===== config.mk =====
export PLATFORM = sky130hd
export DESIGN_NAME = seq_adder
export DESIGN_NICKNAME = d
export VERILOG_FILES = /design/src/rtl/seq_adder.sv
export SDC_FILE = /design/constraint.sdc
export NUM_CORES = 1
export LEC_CHECK = 0
export ABC_AREA = 0
export CORE_ASPECT_RATIO = 1.1
export CORE_UTILIZATION = 45
export DETAILED_ROUTE_END_ITERATION = 10
export PLACE_DENSITY_LB_ADDON = 0.15
export SYNTH_ARGS = -nofsm -noshare
export SYNTH_HDL_FRONTEND = slang
export SYNTH_SLANG_ARGS = --single-unit

===== constraint.sdc =====
create_clock -name clk -period 3.38 [get_ports clk]
set_input_delay 0.676 -clock clk [delete_from_list [all_inputs] [get_ports clk]]
set_output_delay 0.676 -clock clk [all_outputs]
set_load 0.1 [all_outputs]

===== src/rtl/seq_adder.sv =====
// -----------------------------------------------------------------------------
// seq_adder
//
// Multi-cycle adder/subtractor. It processes CHUNK bits per clock, from the
// least significant chunk upward, and carries between chunks in a register.
// One operation takes L = WIDTH/CHUNK clocks in RUN, then a single DONE cycle.
// The sum, cout and ovf outputs update only when the operation completes.
// Between completions they hold their last value, so partial sums never show.
//
// Parameters
//   WIDTH  operand/result width in bits; must be an integer multiple of CHUNK
//   CHUNK  bits added per clock (CHUNK == WIDTH gives a single RUN cycle)
//
// Ports
//   clk    rising-edge clock
//   rst_n  asynchronous active-low reset
//   start  request an operation; accepted only while busy is low
//   sub    0 = a + b, 1 = a - b (sampled with the operands on acceptance)
//   a, b   operands (sampled only on the accepting edge)
//   busy   high while the operation is running
//   done   one-cycle completion pulse
//   sum    result, modulo 2^WIDTH
//   cout   carry out of the MSB (for subtract: 1 = no borrow)
//   ovf    two's-complement signed overflow
// -----------------------------------------------------------------------------
module seq_adder #(
  parameter int WIDTH = 32,
  parameter int CHUNK = 8
) (
  input  logic             clk,
  input  logic             rst_n,
  input  logic             start,
  input  logic             sub,
  input  logic [WIDTH-1:0] a,
  input  logic [WIDTH-1:0] b,
  output logic             busy,
  output logic             done,
  output logic [WIDTH-1:0] sum,
  output logic             cout,
  output logic             ovf
);

  localparam int L     = WIDTH / CHUNK;
  localparam int CNT_W = (L > 1) ? $clog2(L) : 1;
  localparam logic [CNT_W-1:0] LAST = CNT_W'(L - 1);

  localparam logic [1:0] S_IDLE = 2'd0;
  localparam logic [1:0] S_RUN  = 2'd1;
  localparam logic [1:0] S_DONE = 2'd2;

  logic [1:0]       state_q;
  logic [WIDTH-1:0] a_q;
  logic [WIDTH-1:0] b_q;      // b already inverted for subtract
  logic [WIDTH-1:0] acc_q;    // partial sum, kept internal until completion
  logic [CNT_W-1:0] k_q;      // index of the chunk being processed
  logic             carry_q;

  logic             accept;
  int               base;
  logic [CHUNK-1:0] a_chunk;
  logic [CHUNK-1:0] b_chunk;
  logic [CHUNK:0]   chunk_sum;
  logic [WIDTH-1:0] acc_next;
  logic             ovf_next;

  // A new request is taken in IDLE or DONE; in DONE this lets start run
  // operations back to back with only the single done cycle in between.
  assign accept = start && (state_q != S_RUN);

  assign busy = (state_q == S_RUN);
  assign done = (state_q == S_DONE);

  // NOTE: every variable assigned in always_comb gets a default first, so no
  // path leaves it unassigned and no latch is inferred.
  always_comb begin
    base      = int'(k_q) * CHUNK;
    a_chunk   = a_q[base +: CHUNK];
    b_chunk   = b_q[base +: CHUNK];
    chunk_sum = {1'b0, a_chunk} + {1'b0, b_chunk} + {{CHUNK{1'b0}}, carry_q};
    acc_next  = acc_q;
    acc_next[base +: CHUNK] = chunk_sum[CHUNK-1:0];
    // Overflow: the two operands going into the MSB have the same sign, but
    // the result sign differs from it.
    ovf_next  = (a_q[WIDTH-1] == b_q[WIDTH-1]) &&
                (acc_next[WIDTH-1] != a_q[WIDTH-1]);
  end

  // NOTE: the operand and partial-sum registers are reset as well. Nothing
  // reads them before an accept overwrites them, but resetting them keeps
  // X values out of simulation at negligible cost.
  always_ff @(posedge clk or negedge rst_n) begin
    if (!rst_n) begin
      state_q <= S_IDLE;
      a_q     <= '0;
      b_q     <= '0;
      acc_q   <= '0;
      k_q     <= '0;
      carry_q <= 1'b0;
      sum     <= '0;
      cout    <= 1'b0;
      ovf     <= 1'b0;
    end else begin
      // NOTE: non-blocking assignments throughout, so every register samples
      // values from before the edge and the order of statements here does
      // not matter.
      case (state_q)
        S_RUN: begin
          acc_q   <= acc_next;
          carry_q <= chunk_sum[CHUNK];
          k_q     <= k_q + CNT_W'(1);
          if (k_q == LAST) begin
            sum     <= acc_next;
            cout    <= chunk_sum[CHUNK];
            ovf     <= ovf_next;
            state_q <= S_DONE;
          end
        end
        default: begin  // S_IDLE, S_DONE (and the unused encoding)
          if (accept) begin
            a_q     <= a;
            b_q     <= b ^ {WIDTH{sub}};
            acc_q   <= '0;
            k_q     <= '0;
            carry_q <= sub;  // +1 completes the two's complement of b
            state_q <= S_RUN;
          end else begin
            state_q <= S_IDLE;
          end
        end
      endcase
    end
  end

endmodule


==> out/metrics.cfg, run 1 <==
[outcome]
outcome = completed

[floorplanning]
io_pins = 104
die_w_um = 115.0
start_util = 0.4598
core-area_sq_um = 13740
rows = 45
die_area_sq_um = 14520
die_height_um = 126.3

[routing]
wl_per_cell_um = 16.51
ant_nets = 0
routed_via_density = 5.275
num_vias = 4732
routed_wl_um = 14810
drcViolationCount = 0
drt_iter0_drc = 276
dr.pass1.iters = 4

[sta]
final.setup.tns_ns = 0
layout_worst_path_cycle_share = 0.9483
fin_skew_ns = 0.005608
setup_viol = 0
final-hold-violation-count = 0
slew_viol_final = 0
relSlewSlack = 0.3439
period_needed_ns = 3.205
rsz0062_at_grt = no
fmax_mhz = 312.0
worst_pin_slew_ns = 0.9809

[yosys]
synth-edff-count = 0
syn_area_per_cell_sq_um = 10.58
synth_cell_types = 41
synth_fp_nets = 680
ys_top_cells_by_area = dfrtp_1, nand2_1, mux4_2
ys_async_sr_fraction = 1.000
synth_seq_cells = 135
netlist.area_leader.share = 0.5348
ys_warn_count = 0
syn_area_sq_um = 6317
ys.flop_type = dfrtp_1
synthCells = 597
seq_area_frac_synth = 0.5348
synth_area_leader_cell = dfrtp_1

[clocking]
numCtsBuffers = 17
cts_tree = done
root_buffer = clkbuf_16
insertion_delay_ns = 0.42
clk_pin_slew_worst_paths_ns = 0.06
cts_htree_levels = 4
clock_path_buffers = 2
cts.hold.buffers_added = 0
clock-sinks = 135

[layout]
fillCellCount = 1199
syn_to_final_growth_pct = 27.29
insertedDiodeCount = 0
nets = 779
drive_gt1_frac = 0.1594

[min_path]
hold_path.class = primary input to async pin

[flow_run]
maxCapViolations = 0

[worst_setup_path]
reg2reg_from = k_q[0]$_DFFE_PN0P_
rrSetupSlack_ns = 0.17
crit_path_end_kind = register
crit_type = register to register
crit_path_max_incr_delay_ns = 0.54
ff2ff_path_depth = 9
critPathLaunchType = register
cpMostUsedCell = fa_1
worstReg2RegEnd = sum[30]$_DFFE_PN0P_
crit_path_max_fanout = 8
slowest_stage = mux4_2
path_cells = mux4_2 -> fa_1 -> fa_1 -> a21o_1 -> a31oi_1 -> a21oi_1 -> a211oi_4 -> buf_12 -> a31o_2
cp.required_ns = 3.74
arrival_ns = 3.57
crit_buf_inv = 1
cp_top_family = compound AO/OA/AOI/OAI gates

[place]
gp_congestion = 0.7899
port_buffers = 103
place_hpwl_um = 10310

[global_route]
overflow = 0
first_global_vias = 4867
antenna_found_initial = 0
grt_max_degree = 97
grt_usage = 0.2235
grt_pass1_wl_um = 24440

[synth_stat cells, types with 3 or more instances]
cell type	count
nand2_1	146
dfrtp_1	135
nor2_1	56
o21ai_0	39
xnor2_1	34
a22o_1	32
a221oi_1	24
mux4_2	16
buf_2	13
clkbuf_1	13
ha_1	13
a21oi_1	8
buf_1	7
and2_1	5
a31o_2	4
a32oi_1	4
inv_1	4
a21o_1	3
a21oi_2	3
mux2i_1	3
nand3_1	3
nor3_1	3
[final cells by class]
type	count	area (sq um)	area share
flip-flops and latches	135	3378	0.4201
inverters	8	30.03	0.003734
multi-input cells	419	2764	0.3437
well taps	188	235.2	0.02925
clock inverters	9	97.59	0.01214
repair buffers	115	1049	0.1304
clock buffers	23	488.0	0.06068
[how the worst max path moves through the flow]
| stage | start | slack, ns | to | cells past startpoint |
|---|---|---|---|---|
| floorplan | k_q[0]$_DFFE_PN0P_ | 0.04 | sum[14]$_DFFE_PN0P_ | 9 |
| global placement | k_q[0]$_DFFE_PN0P_ | 0.15 | sum[14]$_DFFE_PN0P_ | 8 |
| detailed placement | k_q[0]$_DFFE_PN0P_ | 0.11 | acc_q[30]$_DFFE_PN0P_ | 8 |
| CTS | k_q[0]$_DFFE_PN0P_ | 0.10 | acc_q[22]$_DFFE_PN0P_ | 8 |
| global route | k_q[0]$_DFFE_PN0P_ | 0.02 | sum[22]$_DFFE_PN0P_ | 9 |
| finish | k_q[0]$_DFFE_PN0P_ | 0.17 | sum[30]$_DFFE_PN0P_ | 9 |
[layout by cell type, fill, tap and decap left out, types with 17 or more instances in the layout]
cell type / synthesis / routed
buf_4: 2 / 47
a221oi_1: 24 / 24
clkbuf_16: 0 / 17
dfrtp_1: 135 / 135
a22o_1: 32 / 32
nand2_1: 146 / 145
o21ai_0: 39 / 39
clkdlybuf4s50_1: 0 / 65
nor2_1: 56 / 56
xnor2_1: 34 / 34
[flip-flops by register name (all words and copies together), names as in the netlist]
register	cells
a_q	32
acc_q	32
b_q	32
sum	32
k_q	2
state_q	2
carry_q	1
cout	1
ovf	1
[metrics by stage]
step                setup WS, ns  hold WS (ns)  instances    util  area, sq um
finish                    0.1749        0.3430        897  0.5853         8041
global route             0.01794        0.4182        897  0.5853         8041
global placement          0.1501        0.4569        864  0.5407         7428
detailed placement        0.1061        0.4637        864  0.5407         7428
CTS                       0.1048        0.3716        896  0.5833         8014
floorplan                0.03915        0.3804        597       -         6317
[layer usage]
metal / wire (um) / track usage / share of wire
met5: 0 / 0 / 0
met4: 308 / 0.1062 / 0.021
met3: 712 / 0.04620 / 0.048
met2: 7472 / 0.3639 / 0.50
met1: 6319 / 0.2840 / 0.43
[logic make-up (layout without fill, tap and decap cells)]
group	count (synthesis)	count (layout)	synth area share
AND/OR/NAND/NOR	223	223	0.1479
flip-flops	135	135	0.5348
AO/OA/AOI/OAI	126	126	0.1442
buffers and inverters	43	155	0.02931
XOR/XNOR	36	36	0.04991
multiplexers	19	19	0.06180
adder cells (fa/ha/maj)	15	15	0.03209
[what timing repair did]
action | in CTS | in global routing
resized for setup | 0 | 1
setup buffers | 0 | 1
endpoints found under the setup margin | 0 | 8
Power of run 1 is not shown: default switching activity piles up to over one toggle a cycle in this logic, so the estimate is an artifact.
==> run 2, diff against run 1 <==
--- a/config.mk
+++ b/config.mk
@@ -5,7 +5,7 @@
 export SDC_FILE = /design/constraint.sdc
 export NUM_CORES = 1
 export LEC_CHECK = 0
-export ABC_AREA = 0
+export ABC_AREA = 1
 export CORE_ASPECT_RATIO = 1.1
 export CORE_UTILIZATION = 45
 export DETAILED_ROUTE_END_ITERATION = 10
==> out/metrics.cfg, run 2 <==
[outcome]
outcome = completed

[sta]
hold_slack_ns = 0.2265
layout_worst_path_cycle_share = 0.8697
fin_skew_ns = 0.008556
worst_slack_ns = 0.4403
fmax_mhz = 340.2
period_needed_ns = 2.940
setup_viol = 0
final-hold-violation-count = 0
final.setup.tns_ns = 0
slew_viol_final = 0
worst_pin_slew_ns = 0.8800
relSlewSlack = 0.4133
rsz0062_at_grt = no

[floorplanning]
die_area_sq_um = 15330
core-area_sq_um = 14450
rows = 46
start_util = 0.4622
die_w_um = 118.1
io_pins = 104
die_height_um = 129.8

[pwr]
power_leakage_nw = 4.107
p_per_area_nw_per_um2 = 1194
irDropWorstVdd_mv = 0.4652

[routing]
routed_wl_um = 16460
dr.pass1.iters = 5
ant_nets = 0
routed_via_density = 5.097
drt_iter0_drc = 414
drcViolationCount = 0
wl_per_cell_um = 14.79
num_vias = 5673

[yosys]
ys.flop_type = dfrtp_1
synth-edff-count = 0
netlist.area_leader.share = 0.5059
synthCells = 816
seq_area_frac_synth = 0.5059
ys_async_sr_fraction = 1.000
synth_area_leader_cell = dfrtp_1
synth_cell_types = 35
synthMostInstantiatedCell = nand2_1
syn_area_sq_um = 6678
synth_fp_nets = 899
synth_seq_cells = 135
synthTopCellsByCount = nand2_1, dfrtp_1, o21ai_0, inv_1, nor2_1
ys_top_cells_by_area = dfrtp_1, nand2_1, o21ai_0
syn_area_per_cell_sq_um = 8.183
ys_warn_count = 0

[global_route]
grt_max_degree = 70
overflow = 0
first_global_vias = 5568
antenna_found_initial = 0
grt_pass1_wl_um = 27530
grt_usage = 0.2316

[layout]
multi_input_area_sq_um = 2912
syn_to_final_growth_pct = 24.58
stdcell_count = 1113
final_common_cell = nand2_1
fin_util = 0.5759
nets = 992
final_cell_mix = nand2_1, dfrtp_1, o21ai_0
fillCellCount = 1327
drive_gt1_frac = 0.1173
seqCellArea_sq_um = 3378
insertedDiodeCount = 0

[clocking]
cts_tree = done
numCtsBuffers = 17
clock_path_buffers = 2
ctsResizeCount = 0
root_buffer = clkbuf_16
cts.hold.buffers_added = 0
cts_htree_levels = 4
post_cts_buffers = 0
clk_pin_slew_worst_paths_ns = 0.06
clock-sinks = 135
insertion_delay_ns = 0.43

[min_path]
hold_path.class = primary input to async pin

[worst_setup_path]
arrival_ns = 3.22
worstReg2RegEnd = acc_q[4]$_DFFE_PN0P_
reg2reg_from = k_q[0]$_DFFE_PN0P_
crit_type = register to register
rrSetupSlack_ns = 0.44
crit_path_max_fanout = 27
critPathLaunchType = register
ff2ff_path_depth = 12
crit_path_end_kind = register
crit_path_end = acc_q[4]$_DFFE_PN0P_
crit_start = k_q[0]$_DFFE_PN0P_
cp.required_ns = 3.66

[place]
place_hpwl_um = 11600
dp_slack_ns = 0.4916
gp_congestion = 0.8917
post-place-cells = 1082
port_buffers = 103

[flow_run]
maxCapViolations = 0

-- run 2: worst min path at each step --
stage / to / depth (start not counted)
after floorplan: a_q[0]$_DFFE_PN0P_ / 0
final: sum[16]$_DFFE_PN0P_ / 1
after global placement: a_q[17]$_DFFE_PN0P_ / 2
after CTS: acc_q[3]$_DFFE_PN0P_ / 1
after global routing: acc_q[18]$_DFFE_PN0P_ / 1
after detailed placement: a_q[9]$_DFFE_PN0P_ / 2
-- run 2: report_power, final --
part | switching, mW | internal (mW) | total (mW)
combinational | 3.84 | 1.59 | 5.43
sequential | 0.402 | 2.31 | 2.71
clock | 0.652 | 1.14 | 1.79
total | 4.89 | 5.04 | 9.93
-- run 2: logic make-up after synthesis --
logic type | count (synthesis) | synth area share
fa+ha+maj | 15 | 0.03035
buf+inv | 90 | 0.05808
simple gates | 410 | 0.2494
xor+xnor | 35 | 0.04816
flops | 135 | 0.5059
compound gates | 131 | 0.1081
-- run 2: worst max-delay path, stage by stage (launching register included) --
cell and delay [ns]:
dfrtp_1 0.38, buf_4 0.24, o21ai_0 0.28, o22ai_1 0.14
fa_1 0.43, fa_1 0.44, nand3_1 0.11, nand2_1 0.07
or2_1 0.24, nand3_1 0.14, o21ai_0 0.16, nand2_1 0.09
o21ai_0 0.08
-- run 2: final cells by class --
class	count	area share
inverter	51	0.02331
tap	192	0.02888
clock buffer	28	0.05971
clock inverter	3	0.007821
multi-input combinational	591	0.3500
timing repair buffer	113	0.1242
sequential	135	0.4061
-- run 2: stage by stage --
| stage | area [sq um] | total power [mW] |
|---|---|---|
| after CTS | 8319 | 9.960 |
| after detailed placement | 7757 | 8.144 |
| after global routing | 8319 | 10.64 |
| final | 8319 | 9.933 |
| after floorplan | 6678 | 6.786 |
| after global placement | 7757 | 8.066 |
-- run 2: metal layers --
layer / vias to the layer above / part of all wire / GRT usage
met5: - / 0 / 0
met4: 0 / 0.025 / 0.1146
met3: 30 / 0.045 / 0.04108
met2: 166 / 0.51 / 0.4059
met1: 2693 / 0.42 / 0.2777
li1: 2784 / - / -
No activity file was read; power rests on OpenSTA's default activity.
==> edit 1, RTL diff (config.mk and constraints of run 1) <==
Reset style: synchronous (`rst_n`), changed in one clocked block. Comments in the files are not updated.
--- a/src/rtl/seq_adder.sv
+++ b/src/rtl/seq_adder.sv
@@ -90,3 +90,3 @@
   // X values out of simulation at negligible cost.
-  always_ff @(posedge clk or negedge rst_n) begin
+  always_ff @(posedge clk) begin
     if (!rst_n) begin
Function: differs if rst_n is asserted again (counterexample within 4 cycles, from zero or initial values and one cycle with rst_n low); with rst_n held inactive, the same outputs for 10 cycles.
==> edit 1 against run 1 <==
- die area shrank 1.4%
- worst setup slack better by 42 ps
- synthesized area decreased by 1.4%
- final area shrank 3.0%
- count of clock-buffer cells in the layout down 2
- sequential cell count unchanged
- non-clock buffer count down 3
- sequential share of layout area decreased by 7.4 points
- wire length barely moved
==> edit 1: results (changes against run 1) <==
- Total iterations of the first detailed-routing run: 5 (+1)
- First-pass GRT wire length: 23900 um (-2.3%)
- Placed cells: 900 (+4.2%)
- NumNets Final: 818 (+5.0%)
- M1 WL: 6430 um (+1.7%)
- Run status: completed
- Fin crit share: 0.936 (-0.0124)
- Mapped Cells: 648 (+8.5%)
- Clock Skew: 7.53 ps (+1.92 ps)
- DR iter-0 viols: 345 (+25%)
- Placed Area: 7270 um^2 (-2.1%)
- Mux share of post-synthesis cell area: 0.0613 (-0.000525)
- Filler instances: 1225 (+2.2%)
- CTS max path bufs: 2 (unchanged)
- Non-filler instance count after layout: 931 (+3.8%)
- Routed wire length per instance: 15.9 um (-3.7%)
- Post-synthesis sequential area ratio: 0.434 (-0.101)
- Vias in the first global route: 4841 (-0.53%)
- Dpl hpwl: 10400 um (+0.83%)
- All-Layer GR Usage: 0.217 (-0.00614)
- Share of layout cells above drive strength 1: 0.143 (-0.0161)
- Synth Area in Compound Gates: 0.235 (+0.0904)
- FF-to-FF setup slack: 220 ps (+40 ps)
- Slowest-stage cell, CP: mux4_2
- Syn_nets: 731 (+7.5%)
- Worst Tran Pin Value: 874 ps (-107 ps)
- Largest cells by area after synthesis: dfxtp_1 (43%), nand2_1 (7.2%), mux4_2 (5.8%)
- Post-Synth XOR/XNOR Area: 0.0546 (+0.00473)
- Metal3 WL: 668 um (-6.2%)
- Worst min path class: flop to flop
- Place WS: 232 ps (+126 ps)
- Final Wtd Congestion: 0.884 (+12%)
- N_diodes: 0 (unchanged)
- Crit-path max FO: 4 (-4)
- Via count: 5010 (+5.9%)
- GRT met3 Usage: 0.0446 (-0.00160)
- Post-Synth Adder-Cell Area: 0.0325 (+0.000458)
- Post-synthesis cell type count: 59 (+44%)
- Synth async-reset ratio: 0 (-1.00)
- Met2 routed WL: 7270 um (-2.7%)
- GR met2 Demand/Resource: 0.369 (+0.00541)
- Met1 usage: 0.256 (-0.0279)
- Synth cell count leaders: dfxtp_1 (135), nand2_1 (120), xnor2_1 (33), a21boi_0 (32), o211a_1 (32)
edit 1: cell count changes after synthesis, moves of 14 or more:
cell and change:
dfrtp_1 -135, dfxtp_1 +135, nor2_1 -34, a21boi_0 +32, o211a_1 +32, nand2_1 -26
a221oi_1 -24, o21ai_0 -24, nor2b_1 +18, a22o_1 -15, a22oi_1 +15, o21ai_1 +15
a21oi_1 +14, clkbuf_1 +14
edit 1: stage by stage:
stage / power (W) / utilization / hold slack (ps)
detailed placement: 0.00224 / 0.544 / 443
global placement: 0.00223 / 0.544 / 438
CTS: 0.00387 / 0.583 / 455
floorplan: 0.00206 / - / 426
global route: 0.00401 / 0.583 / 477
finish: 0.00385 / 0.583 / 451
edit 1: worst paths after layout:
check,start,end,cells past startpoint
hold reg to reg,sum[1],sum[1],2
setup / recovery,k_q[0],sum[4],8
hold / removal,sum[1],sum[1],2
setup reg to reg,k_q[0],sum[4],8
edit 1: cell type report:
| cell class | count | share of cell area |
|---|---|---|
| clock buffers | 21 | 0.0603 |
| clock inverters | 10 | 0.00706 |
| inverters | 11 | 0.00530 |
| multi-input cells | 458 | 0.422 |
| flip-flops and latches | 135 | 0.347 |
| well taps | 184 | 0.0295 |
| repair buffers | 112 | 0.130 |
edit 1: report_power, final:
part	switching [W]	total, W	internal [W]
clock network	0.000657	0.00163	0.000977
registers	0.0000357	0.00169	0.00165
logic	0.000283	0.000523	0.000240
total	0.000976	0.00385	0.00287
edit 1: cell families after synthesis:
kind of cell	count (synthesis)
xor gates and xnor gates	38
DFF	135
and+or+nand+nor	192
adders and majority gates	15
muxes	18
buffers and inverters	55
AOI/OAI and AO/OA	195
edit 1: critical path, delay by kind of cell, from the launching register on:
kind            cells  cell delay (ps)
mux                 1              540
flops               1              410
fa+ha+maj           2              910
compound gates      4              800
xor+xnor            1              400
==> edit 2, RTL diff (config.mk and constraints of run 1) <==
Made on the original files. The parameter `CHUNK` goes from 8 to 4.
--- a/src/rtl/seq_adder.sv
+++ b/src/rtl/seq_adder.sv
@@ -27,3 +27,3 @@
   parameter int WIDTH = 32,
-  parameter int CHUNK = 8
+  parameter int CHUNK = 4
 ) (
Formal check against the unedited RTL: not equivalent (Yosys sat finds a counterexample within 10 cycles, from zero or initial values and one cycle with rst_n low).
==> edit 2 against run 1 <==
- wire length is 4.4% higher
- final cell count is 0.45% lower
- synthesized area is 4.7% higher
- synthesized cell count is 1.3% lower
- sequential cell count is 1 higher
- final area is 3.1% higher
- worst setup slack better by 49 ps
- critical endpoint is now ovf
Power is not shown: default switching activity piles up to over one toggle a cycle in this logic, so the estimate is an artifact.
==> edit 2: results (changes against run 1) <==
- Metal3 WL: 807 um (+13%)
- Final Wtd Congestion: 0.847 (+7.3%)
- FF-to-FF setup slack: 220 ps (+50 ps)
- Placed cells: 863 (-0.12%)
- All-Layer GR Usage: 0.220 (-0.00320)
- DR vias/cell: 5.43 (+3.0%)
- Met1 usage: 0.276 (-0.00835)
- Reg-to-reg critical path endpoint: ovf
- CTS root buf: clkbuf_16
- Mux share of post-synthesis cell area: 0.116 (+0.0547)
- M1 WL: 6700 um (+6.1%)
- Run status: completed
- GR met2 Demand/Resource: 0.366 (+0.00251)
- Largest net degree at the start of global routing: 66 (-32%)
- Dpl hpwl: 11000 um (+7.0%)
- Delay of the slowest cell on the worst path: 560 ps (+20 ps)
- Non-filler instance count after layout: 893 (-0.45%)
- FF-to-FF path depth: 11 (+2)
- Reg clk slew, reported paths: 60 ps (about the same)
- Starting Density: 0.460 (about the same)
- First-pass GRT wire length: 25700 um (+5.3%)
- Total iterations of the first detailed-routing run: 5 (+1)
- Mapped Cells: 589 (-1.3%)
- Synth Area in Compound Gates: 0.133 (-0.0111)
- Share of layout cells above drive strength 1: 0.213 (+0.0532)
- Routed wire length per instance: 17.3 um (+4.8%)
- Slew headroom: 0.409 (+0.0651)
- Syn_nets: 669 (-1.6%)
- Post-Synth Adder-Cell Area: 0.0250 (-0.00712)
- Crit path DAT: 3460 ps (-110 ps)
- Synth cell count leaders: dfrtp_1 (136), nand2_1 (83), o21ai_0 (48), nor2_1 (44), xnor2_1 (33)
- NumNets Final: 770 (-1.2%)
- Filler instances: 1266 (+5.6%)
- Most instantiated library cell after synthesis: dfrtp_1
- GRT met3 Usage: 0.0634 (+0.0172)
- DR iter-0 viols: 272 (-1.4%)
- Largest cells by area after synthesis: dfrtp_1 (51%), mux2_2 (5.4%), mux4_2 (5.4%)
- N_diodes: 0 (unchanged)
- Post-synthesis sequential area ratio: 0.514 (-0.0204)
- Post-synthesis cell type count: 56 (+37%)
- Vias in the first global route: 4930 (+1.3%)
- Crit-path max FO: 16 (+8)
- Crit-path leading delay family: simple AND/OR/NAND/NOR gates
- Place WS: 177 ps (+70.6 ps)
- Clock Skew: 10.9 ps (+5.29 ps)
- Worst Hold Slack: 234 ps (-109 ps)
-- edit 2: cell types whose count changed in the layout (fill, tap and decap cells not counted), sizes merged, moves of 7 or more --
cell,before,now
a221oi,24,14
nor2,56,48
nand3b,0,7
a22o,32,14
o21ai,41,55
nand2,146,85
a32o,0,9
mux2,0,32
-- edit 2: worst max path at each step --
stage | endpoint | slack [ps] | cells after the start
6_report | ovf | 220 | 11
5_1_grt | acc_q[6] | 20 | 11
4_1_cts | ovf | 170 | 10
3_5_place_dp | ovf | 180 | 10
3_3_place_gp | acc_q[6] | 280 | 10
2_1_floorplan | acc_q[30] | 300 | 14
-- edit 2: area by class of cell --
type                    count  area [um^2]  share of cell area
clock buffers              27          503              0.0607
clock inverters             3         40.0             0.00483
inverters                  11         41.3             0.00498
multi-input cells         404         2980               0.360
flip-flops and latches    136         3400               0.411
well taps                 192          240              0.0290
repair buffers            120         1080               0.130
-- edit 2: repair_timing --
action,CTS,global route
setup endpoints to repair,0,9
gates resized for setup,0,1
hold buffers,0,0
